$ cat config.mk
export PLATFORM = sky130hd
export DESIGN_NAME = exception_sequencer
export DESIGN_NICKNAME = d
export VERILOG_FILES = /design/src/rtl/exception_pkg.sv /design/src/rtl/exception_sequencer.sv
export SDC_FILE = /design/constraint.sdc
export NUM_CORES = 1
export LEC_CHECK = 0
export BUFFER_PORTS_ARGS = -buffer_cell sky130_fd_sc_hd__buf_2
export CAP_MARGIN = 25
export CORE_MARGIN = 2
export CORE_UTILIZATION = 40
export DETAILED_ROUTE_END_ITERATION = 10
export MAX_ROUTING_LAYER = met4
export PLACE_DENSITY = 0.64
export SLEW_MARGIN = 10
export SYNTH_ARGS = -nofsm -noshare
export SYNTH_HDL_FRONTEND = slang
export SYNTH_SLANG_ARGS = --single-unit
$ cat constraint.sdc
create_clock -name clk -period 1.6 [get_ports clk]
set_clock_uncertainty 0.15 [all_clocks]
set_input_delay 0.16 -clock clk [delete_from_list [all_inputs] [get_ports clk]]
set_output_delay 0.16 -clock clk [all_outputs]
set_load 0.005 [all_outputs]
$ cat src/rtl/exception_pkg.sv
// ----------------------------------------------------------------------------
// exception_pkg
// Shared types and constants for the exception sequencer: the FSM state
// encoding, exception cause codes, datapath mux select values, the reserved
// handler-vector addresses, a priority encoder for simultaneous requests and
// the Moore output decoder used by the sequencer.
// ----------------------------------------------------------------------------
package exception_pkg;

  // Sequencer states; any encoding outside this list is treated as IDLE.
  typedef enum logic [2:0] {
    ST_IDLE = 3'd0,
    ST_EPC  = 3'd1,
    ST_ADDR = 3'd2,
    ST_WAIT = 3'd3,
    ST_MDR  = 3'd4,
    ST_PCW  = 3'd5
  } excState_t;

  // Exception causes; the value doubles as the exception-address mux select.
  localparam logic [1:0] CAUSE_OPCODE = 2'b00;
  localparam logic [1:0] CAUSE_OVF    = 2'b01;
  localparam logic [1:0] CAUSE_DIV0   = 2'b10;

  // Datapath mux select values driven while the sequencer owns the datapath.
  localparam logic [1:0] IORD_EXCP = 2'b10;
  localparam logic [1:0] SRCA_PC   = 2'b00;
  localparam logic [1:0] SRCB_FOUR = 2'b01;
  localparam logic [2:0] ALU_SUB   = 3'b010;
  localparam logic [1:0] LS_BYTE   = 2'b10;
  localparam logic [2:0] PCSRC_LS  = 3'b100;

  // Reserved memory bytes holding the handler address for each cause.
  localparam logic [7:0] VEC_OPCODE = 8'd253;
  localparam logic [7:0] VEC_OVF    = 8'd254;
  localparam logic [7:0] VEC_DIV0   = 8'd255;

  // Registered control bundle presented to the datapath.
  typedef struct packed {
    logic       busy;
    logic       done;
    logic [1:0] cause;
    logic [1:0] excpControl;
    logic [1:0] iord;
    logic [1:0] aluSrcA;
    logic [1:0] aluSrcB;
    logic [2:0] aluControl;
    logic       epcControl;
    logic       mdrWrite;
    logic [1:0] lsControl;
    logic [2:0] pcSource;
    logic       pcWrite;
  } ctrl_t;

  // Fixed priority opcode > overflow > div0. Only meaningful when at least
  // one request is high; the caller qualifies it with an any-request term.
  function automatic logic [1:0] encodeCause(input logic opReq,
                                             input logic ovfReq,
                                             input logic div0Req);
    logic [1:0] c;
    c = CAUSE_DIV0;
    if (ovfReq) c = CAUSE_OVF;
    if (opReq)  c = CAUSE_OPCODE;
    if (!(opReq || ovfReq || div0Req)) c = CAUSE_OPCODE;
    return c;
  endfunction

  // Handler vector address selected by a cause, as the address mux sees it.
  function automatic logic [7:0] vectorAddress(input logic [1:0] c);
    logic [7:0] addr;
    case (c)
      CAUSE_OVF:  addr = VEC_OVF;
      CAUSE_DIV0: addr = VEC_DIV0;
      default:    addr = VEC_OPCODE;
    endcase
    return addr;
  endfunction

  // Moore decode of the control bundle for a given state and latched cause.
  // IDLE and every illegal encoding produce an all-zero bundle.
  function automatic ctrl_t decodeState(input excState_t s,
                                        input logic [1:0] c);
    ctrl_t o;
    o = '0;
    case (s)
      ST_EPC: begin
        o.busy       = 1'b1;
        o.cause      = c;
        o.aluSrcA    = SRCA_PC;
        o.aluSrcB    = SRCB_FOUR;
        o.aluControl = ALU_SUB;
        o.epcControl = 1'b1;
      end
      ST_ADDR, ST_WAIT: begin
        o.busy        = 1'b1;
        o.cause       = c;
        o.iord        = IORD_EXCP;
        o.excpControl = c;
      end
      ST_MDR: begin
        o.busy        = 1'b1;
        o.cause       = c;
        o.iord        = IORD_EXCP;
        o.excpControl = c;
        o.mdrWrite    = 1'b1;
      end
      ST_PCW: begin
        o.busy      = 1'b1;
        o.done      = 1'b1;
        o.cause     = c;
        o.lsControl = LS_BYTE;
        o.pcSource  = PCSRC_LS;
        o.pcWrite   = 1'b1;
      end
      default: o = '0;
    endcase
    return o;
  endfunction

endpackage

$ cat src/rtl/exception_sequencer.sv
// ----------------------------------------------------------------------------
// exception_sequencer
// Multicycle sequencer that takes over the datapath when an exception is
// raised (invalid opcode, ALU overflow, divide-by-zero). It writes PC-4 into
// EPC, reads the handler byte from reserved address 253/254/255 and loads it,
// zero-extended, into PC. The main control FSM freezes while busy is high.
//
// Ports:
//   clk, reset            clock and synchronous active-high reset
//   opcode_req, ovf_req,  exception requests, sampled only in IDLE
//   div0_req
//   busy                  sequencer owns the datapath
//   ack                   request accepted this cycle (combinational)
//   done                  PC-write cycle
//   cause                 latched cause, zero while idle
//   excp_control, iord,   datapath mux selects and write enables
//   alu_src_a, alu_src_b,
//   alu_control,
//   epc_control,
//   mem_write, mdr_write,
//   ls_control,
//   pc_source, pc_write
// ----------------------------------------------------------------------------
module exception_sequencer
  import exception_pkg::*;
#(
  parameter int unsigned MEM_WAIT = 1
) (
  input  logic       clk,
  input  logic       reset,
  input  logic       opcode_req,
  input  logic       ovf_req,
  input  logic       div0_req,
  output logic       busy,
  output logic       ack,
  output logic       done,
  output logic [1:0] cause,
  output logic [1:0] excp_control,
  output logic [1:0] iord,
  output logic [1:0] alu_src_a,
  output logic [1:0] alu_src_b,
  output logic [2:0] alu_control,
  output logic       epc_control,
  output logic       mem_write,
  output logic       mdr_write,
  output logic [1:0] ls_control,
  output logic [2:0] pc_source,
  output logic       pc_write
);

  // Counter preload: WAIT lasts MEM_WAIT cycles, leaving on a zero count.
  localparam logic [2:0] WAIT_INIT = 3'(MEM_WAIT - 1);

  excState_t  state;
  excState_t  nextState;
  logic [1:0] causeReg;
  logic [1:0] nextCause;
  logic [2:0] waitCnt;
  logic [2:0] nextWait;
  ctrl_t      ctrlReg;
  logic       anyReq;
  logic [1:0] reqCause;

  assign anyReq   = opcode_req || ovf_req || div0_req;
  assign reqCause = encodeCause(opcode_req, ovf_req, div0_req);

  // Acceptance is visible in the same IDLE cycle the request is seen, so
  // the requester can drop its line right after the handshake.
  assign ack = (state == ST_IDLE) && anyReq;

  // Next-state, next-cause and wait-counter logic. Requests are only looked
  // at in IDLE, so anything raised mid-sequence is ignored unless it is
  // still held once the sequencer comes back to IDLE. Illegal encodings
  // fall back to IDLE.
  always_comb begin
    nextState = state;
    nextCause = causeReg;
    nextWait  = waitCnt;
    case (state)
      ST_IDLE: begin
        if (anyReq) begin
          nextState = ST_EPC;
          nextCause = reqCause;
        end
      end
      ST_EPC:  nextState = ST_ADDR;
      ST_ADDR: begin
        nextState = ST_WAIT;
        nextWait  = WAIT_INIT;
      end
      ST_WAIT: begin
        if (waitCnt == 3'd0) begin
          nextState = ST_MDR;
        end else begin
          nextWait = waitCnt - 3'd1;
        end
      end
      ST_MDR:  nextState = ST_PCW;
      ST_PCW:  nextState = ST_IDLE;
      default: nextState = ST_IDLE;
    endcase
  end

  // State register plus registered Moore outputs. The output bundle is
  // decoded from the state being entered, so it always matches the state
  // register without a combinational decode on the outputs. Reset drops
  // everything to zero on the same edge, so an interrupted sequence never
  // completes its EPC, MDR or PC write.
  always_ff @(posedge clk) begin
    if (reset) begin
      state    <= ST_IDLE;
      causeReg <= CAUSE_OPCODE;
      waitCnt  <= 3'd0;
      ctrlReg  <= '0;
    end else begin
      state    <= nextState;
      causeReg <= nextCause;
      waitCnt  <= nextWait;
      ctrlReg  <= decodeState(nextState, nextCause);
    end
  end

  assign busy         = ctrlReg.busy;
  assign done         = ctrlReg.done;
  assign cause        = ctrlReg.cause;
  assign excp_control = ctrlReg.excpControl;
  assign iord         = ctrlReg.iord;
  assign alu_src_a    = ctrlReg.aluSrcA;
  assign alu_src_b    = ctrlReg.aluSrcB;
  assign alu_control  = ctrlReg.aluControl;
  assign epc_control  = ctrlReg.epcControl;
  assign mdr_write    = ctrlReg.mdrWrite;
  assign ls_control   = ctrlReg.lsControl;
  assign pc_source    = ctrlReg.pcSource;
  assign pc_write     = ctrlReg.pcWrite;

  // Memory is only ever read during an exception sequence.
  assign mem_write = 1'b0;

endmodule

==> impl_metrics.py, run 1 <==
metrics = {
    "outcome": {
        "status": "finished clean",
    },
    "run": {
        "drv_cap": 0,
    },
    "worst_setup_path": {
        "slowest_delay_ps": 400,
        "endpoint_kind": "primary output",
        "path_max_fanout": 4,
        "crit_family": "simple AND/OR/NAND/NOR gates",
        "cp_data_required_time_ps": 1290,
        "path_cells": "or3_4 > nor2_2 > buf_2",
        "crit_type": "flop to primary output",
        "worst-path-buf-inv": 1,
        "start_kind": "flop",
        "cp_slowest_cell": "or3_4",
        "cp.arrival_ps": 1230,
    },
    "floorplan": {
        "die_h_um": 49.9,
        "initial_core_util_pct": 42.5,
        "rows": 16,
        "die_area_um2": 2490,
        "io-pin-count": 30,
        "core_um2": 1980,
        "die_w_um": 49.9,
    },
    "layout": {
        "drive_gt1_share_pct": 36.6,
        "nets": 120,
        "fin_cells": 139,
        "diodes": 0,
        "synthToLayoutAreaGrowth_pct": 14.4,
    },
    "synth": {
        "synth_top_family_by_area": "simple AND/OR/NAND/NOR gates",
        "yosys-top-cells-area": "dfxtp_1 (40%), buf_4 (13%), a21oi_1 (3.6%)",
        "synth_warnings": 0,
        "synthXorXnorAreaFrac_pct": 0,
        "seq_area_frac_synth_pct": 40.4,
        "synth_mux_area_share_pct": 0,
        "yosysTopAreaCell": "dfxtp_1",
        "yosysTopAreaCellShare_pct": 40.4,
        "synthesis.instances": 91,
        "synth_fa_ha_area_share_pct": 2.97,
        "synth_compound_area_share_pct": 10.1,
        "synth.distinct_cells": 33,
        "synthSimpleGateAreaFrac_pct": 30.0,
        "ys_ff_latch": 17,
        "synth_area_um2": 842,
        "syn_area_per_cell_um2": 9.25,
    },
    "power_and_ir_drop": {
        "p_sw_share_pct": 29.6,
        "power_density_nw_per_um2": 990,
        "p_leak_nw": 0.425,
        "power_frac_comb_pct": 26.2,
        "power.internal_uw": 672,
        "pwr-share-clk_pct": 22.6,
        "switchingPower_uw": 282,
        "p_seq_share_pct": 51.1,
        "ir_worst_vdd_v": 0.000634,
    },
    "grt": {
        "antenna_found_initial": 0,
        "grt_max_degree": 15,
        "grt_pass1_vias": 520,
        "grt_pass1_wl_mm": 2.15,
        "grt_overflow": 0,
        "grt_use_total_pct": 11.7,
    },
    "routing": {
        "drt_pre_antenna_iters": 4,
        "via_per_inst": 4.68,
        "drt_iter0_drc": 14,
        "drc_errors": 0,
        "routedWlPerCell_um": 10.2,
        "antenna_left": 0,
        "vias": 650,
        "drt_wl_total_mm": 1.41,
    },
    "clocking": {
        "cts.clk_slew.worst_paths_ps": 90,
        "clock_sinks": 17,
        "cts_made_buffers": 3,
        "cts_root_buf": "clkbuf_4",
        "cts_tree": "built",
        "clock_path_buffers": 2,
        "h-tree-depth": 1,
        "clk-insertion-delay-late_ps": 280,
    },
    "sta": {
        "setup_slack_ps": 63.3,
        "max_freq_mhz": 651,
        "grt_setup_unrepaired": "yes",
        "finalMaxSlewViolations": 0,
        "finalHoldViolCount": 0,
        "post-route-period-util_pct": 96.0,
        "post-route-min-period_ps": 1540,
        "hold_ws_ps": 58.0,
        "setup-violations-final": 0,
    },
    "place": {
        "dp_slack_ps": 244,
        "dp_cells": 129,
        "place_hpwl_mm": 1.02,
        "place_congestion": 0.810,
        "portBuffers": 19,
    },
    "hold_path": {
        "hold_class": "primary input to flop",
    },
}
layer usage:
| layer | global-route usage [%] | share of wire [%] | routed length (um) |
|---|---|---|---|
| met1 | 14.2 | 45 | 630 |
| met2 | 16.7 | 47 | 669 |
| met3 | 5.15 | 6.7 | 95 |
| met4 | 5.09 | 1.3 | 19 |
| met5 | - | 0 | 0 |
power by group through the flow:
stage          clock network [mW]  logic [mW]  registers, mW
3_3_place_gp                    0       0.201          0.506
5_1_grt                     0.245       0.279          0.492
4_1_cts                     0.231       0.203          0.499
6_report                    0.216       0.250          0.488
3_5_place_dp                    0       0.201          0.507
2_1_floorplan                   0       0.171          0.498
metrics by stage:
stage	util (%)	instance area, um^2	TNS, ps	power (mW)
finish	48.6	963	0	0.954
global route	48.6	963	-21.2	1.02
CTS	45.8	908	0	0.933
detailed placement	44.3	877	0	0.708
global placement	44.3	877	0	0.707
floorplan	-	876	0	0.670
sequential cells by signal, summed over array words and instances (netlist names):
signal        cells
cause             2
excp_control      2
pc_source         1
busy              1
causeReg          2
waitCnt           3
epc_control       1
iord              1
state             3
mdr_write         1
worst paths after layout:
kind              start       end  slack (ps)  depth (start not counted)
max reg2reg  waitCnt[0]  state[0]         200                          5
min            div0_req  cause[1]          60                          3
max            state[0]       ack          60                          3
min reg2reg    state[1]  state[1]         310                          1
area by class of cell:
type                    count  area (um^2)
fillers                   189         1020
multi-input cells          64          403
flip-flops and latches     17          352
repair buffers             25          140
well taps                  27         33.8
clock buffers               3         22.5
inverters                   2         7.51
clock inverters             1         5.00
cell families after synthesis:
group | after synthesis
simple gates | 37
buf+inv | 19
other cells | 1
fa+ha+maj | 2
compound gates | 15
flops | 17
cells in the final DEF (no fill, tap or decap), drive strengths merged, types with 3 or more instances in the layout:
cell / instances
buf: 25
dfxtp: 17
conb: 10
nor2: 7
a21oi: 6
nand2: 5
nor3: 5
o21ai: 3
nand3: 3
nand3b: 3
a31oi: 3
clkbuf: 3
tightest hold or removal path, delay by kind of cell:
family / cells / cell delay [ps]
compound gates: 1 / 80
buf+inv: 1 / 130
simple gates: 1 / 70
Yosys cell counts (all sizes together):
cell type	number
conb	1
nand4b	1
nor4bb	1
nor2	7
a21o	1
a31oi	3
and2	2
clkbuf	1
and2b	1
nand3	3
buf	16
ha	2
nand4	1
and3b	1
nand3b	3
o21ai	3
nor3	5
inv	2
nor4	1
a21boi	1
nand2	5
dfxtp	17
or2	1
nor2b	2
o22ai	1
nand2b	2
or3	1
a21oi	6
timing repair:
action | CTS | global route
hold buffers | 0 | 0
pin swaps | 0 | 2
resized for setup | 3 | 4
buffers inserted | 0 | 6
gates cloned | 0 | 0
endpoints found under the setup margin | 1 | 1
(Power assumes the default switching activity.)
==> run 2, diff against run 1 <==
MAX_ROUTING_LAYER = unset   (was met4)
PLACE_DENSITY = unset   (was 0.64)
PLACE_DENSITY_LB_ADDON = 0.08   (was unset)
==> run 2 against run 1 <==
Flip-flop and latch count stayed put. Combinational power hardly changed. Total power up 0.82%. Critical endpoint unchanged. Critical path depth unchanged. Via count down 3.8%. Largest power group unchanged. Clock power is 6% higher.
==> impl_metrics.py, run 2 (same netlist as run 1, synthesis figures left out) <==
metrics = {
    "sta": {
        "finalMaxSlewViolations": 0,
        "setup-violations-final": 0,
        "grt_setup_unrepaired": "no",
        "finalHoldViolCount": 0,
        "final.setup.tns_ps": 0,
        "max_freq_mhz": 657,
        "setup_slack_ps": 77.4,
        "post-route-period-util_pct": 95.2,
        "post-route-min-period_ps": 1520,
    },
    "place": {
        "place_hpwl_mm": 1.00,
        "portBuffers": 19,
        "place_congestion": 0.736,
        "placed_area_um2": 877,
        "dp_slack_ps": 198,
    },
    "power_and_ir_drop": {
        "ir_worst_vdd_v": 0.000452,
        "power_density_nw_per_um2": 1010,
        "p_leak_nw": 0.420,
        "p_total_uw": 962,
    },
    "worst_setup_path": {
        "path_max_fanout": 2,
        "cp_slowest_cell": "or3_4",
        "reg2reg_setup_slack_ps": 240,
        "path_cells": "or3_4 > nor2_2 > buf_2",
        "cp.arrival_ps": 1210,
        "cp_data_required_time_ps": 1290,
        "endpoint_kind": "primary output",
        "crit_type": "flop to primary output",
        "start_kind": "flop",
        "crit_family": "simple AND/OR/NAND/NOR gates",
        "worst-path-buf-inv": 1,
        "slowest_delay_ps": 390,
    },
    "routing": {
        "drt_pre_antenna_iters": 4,
        "vias": 625,
        "antenna_left": 0,
        "routedWlPerCell_um": 10.2,
        "drt_wl_total_mm": 1.41,
        "drc_errors": 0,
        "via_per_inst": 4.53,
        "drt_iter0_drc": 2,
    },
    "layout": {
        "final_area_um2": 956,
        "synthToLayoutAreaGrowth_pct": 13.5,
        "mostFrequentLayoutCell": "buf_2",
        "final_cell_mix": "buf_2 (19), dfxtp_1 (14), conb_1 (10)",
        "diodes": 0,
        "fillerInstances": 195,
        "utilization_pct": 48.2,
        "top_regs": "state x3, waitCnt x3",
        "drive_gt1_share_pct": 36.0,
        "nets": 119,
    },
    "clocking": {
        "h-tree-depth": 1,
        "cts_tree": "built",
        "cts.clk_slew.worst_paths_ps": 100,
        "clock_path_buffers": 2,
        "clock_sinks": 17,
        "cts_made_buffers": 3,
        "clk-insertion-delay-late_ps": 290,
        "cts_root_buf": "clkbuf_4",
    },
    "grt": {
        "grt_overflow": 0,
        "antenna_found_initial": 0,
        "grt_max_degree": 15,
        "grt_pass1_wl_mm": 2.26,
        "grt_pass1_vias": 523,
        "grt_use_total_pct": 12.1,
    },
    "run": {
        "drv_cap": 0,
    },
    "floorplan": {
        "die_h_um": 49.9,
        "io-pin-count": 30,
        "rows": 16,
        "core_um2": 1980,
        "die_area_um2": 2490,
        "die_w_um": 49.9,
        "initial_core_util_pct": 42.5,
    },
    "outcome": {
        "status": "finished clean",
    },
    "hold_path": {
        "hold_class": "primary input to flop",
    },
}
run 2: changes by cell type in the layout (fill, tap and decap cells not counted):
cell / delta
buf_4: -1
run 2: final cells by class:
| type | count | area, um^2 | area share, % |
|---|---|---|---|
| Clock buffer | 3 | 22.5 | 2.36 |
| Clock inverter | 1 | 5.00 | 0.524 |
| Inverter | 2 | 7.51 | 0.785 |
| Multi-Input combinational cell | 64 | 403 | 42.1 |
| Sequential cell | 17 | 352 | 36.8 |
| Tap cell | 27 | 33.8 | 3.53 |
| Timing Repair Buffer | 24 | 133 | 13.9 |
run 2: worst paths after layout:
| kind | from | to | depth (start not counted) |
|---|---|---|---|
| setup reg to reg | waitCnt[0] | state[0] | 5 |
| hold reg to reg | waitCnt[0] | waitCnt[0] | 2 |
| setup / recovery | state[0] | ack | 3 |
| hold / removal | div0_req | cause[1] | 3 |
run 2: repair_timing:
item | in CTS | in global routing
hold buffers | 0 | 0
gates resized for setup | 6 | 1
setup endpoints to repair | 1 | 1
setup buffers | 2 | 3
pin swaps | 0 | 2
run 2: stage by stage:
step	cells	hold WS (ps)
after floorplan	100	81.6
after global placement	129	316
after detailed placement	129	326
after CTS	135	45.8
after global routing	138	65.5
final	138	59.8
run 2: worst reg2reg max path, stage by stage, from the launching register on:
cell and delay (ps):
dfxtp_1 340, inv_1 70, ha_1 220, and3b_2 260
o22ai_1 140, nor2b_1 130
run 2: layer usage:
metal / GRT usage (%) / vias to the layer above / wire length [um]
li1: - / 325 / -
met1: 15.5 / 275 / 677
met2: 18.4 / 21 / 623
met3: 1.82 / 4 / 68
met4: 8.33 / 0 / 35
met5: 0 / - / 0
run 2: report_power, final:
part / leakage [nW] / internal (mW) / total [mW] / switching [mW]
Combinational: 0.261 / 0.115 / 0.252 / 0.136
Clock: 0.0177 / 0.0929 / 0.229 / 0.136
Sequential: 0.141 / 0.461 / 0.481 / 0.0199
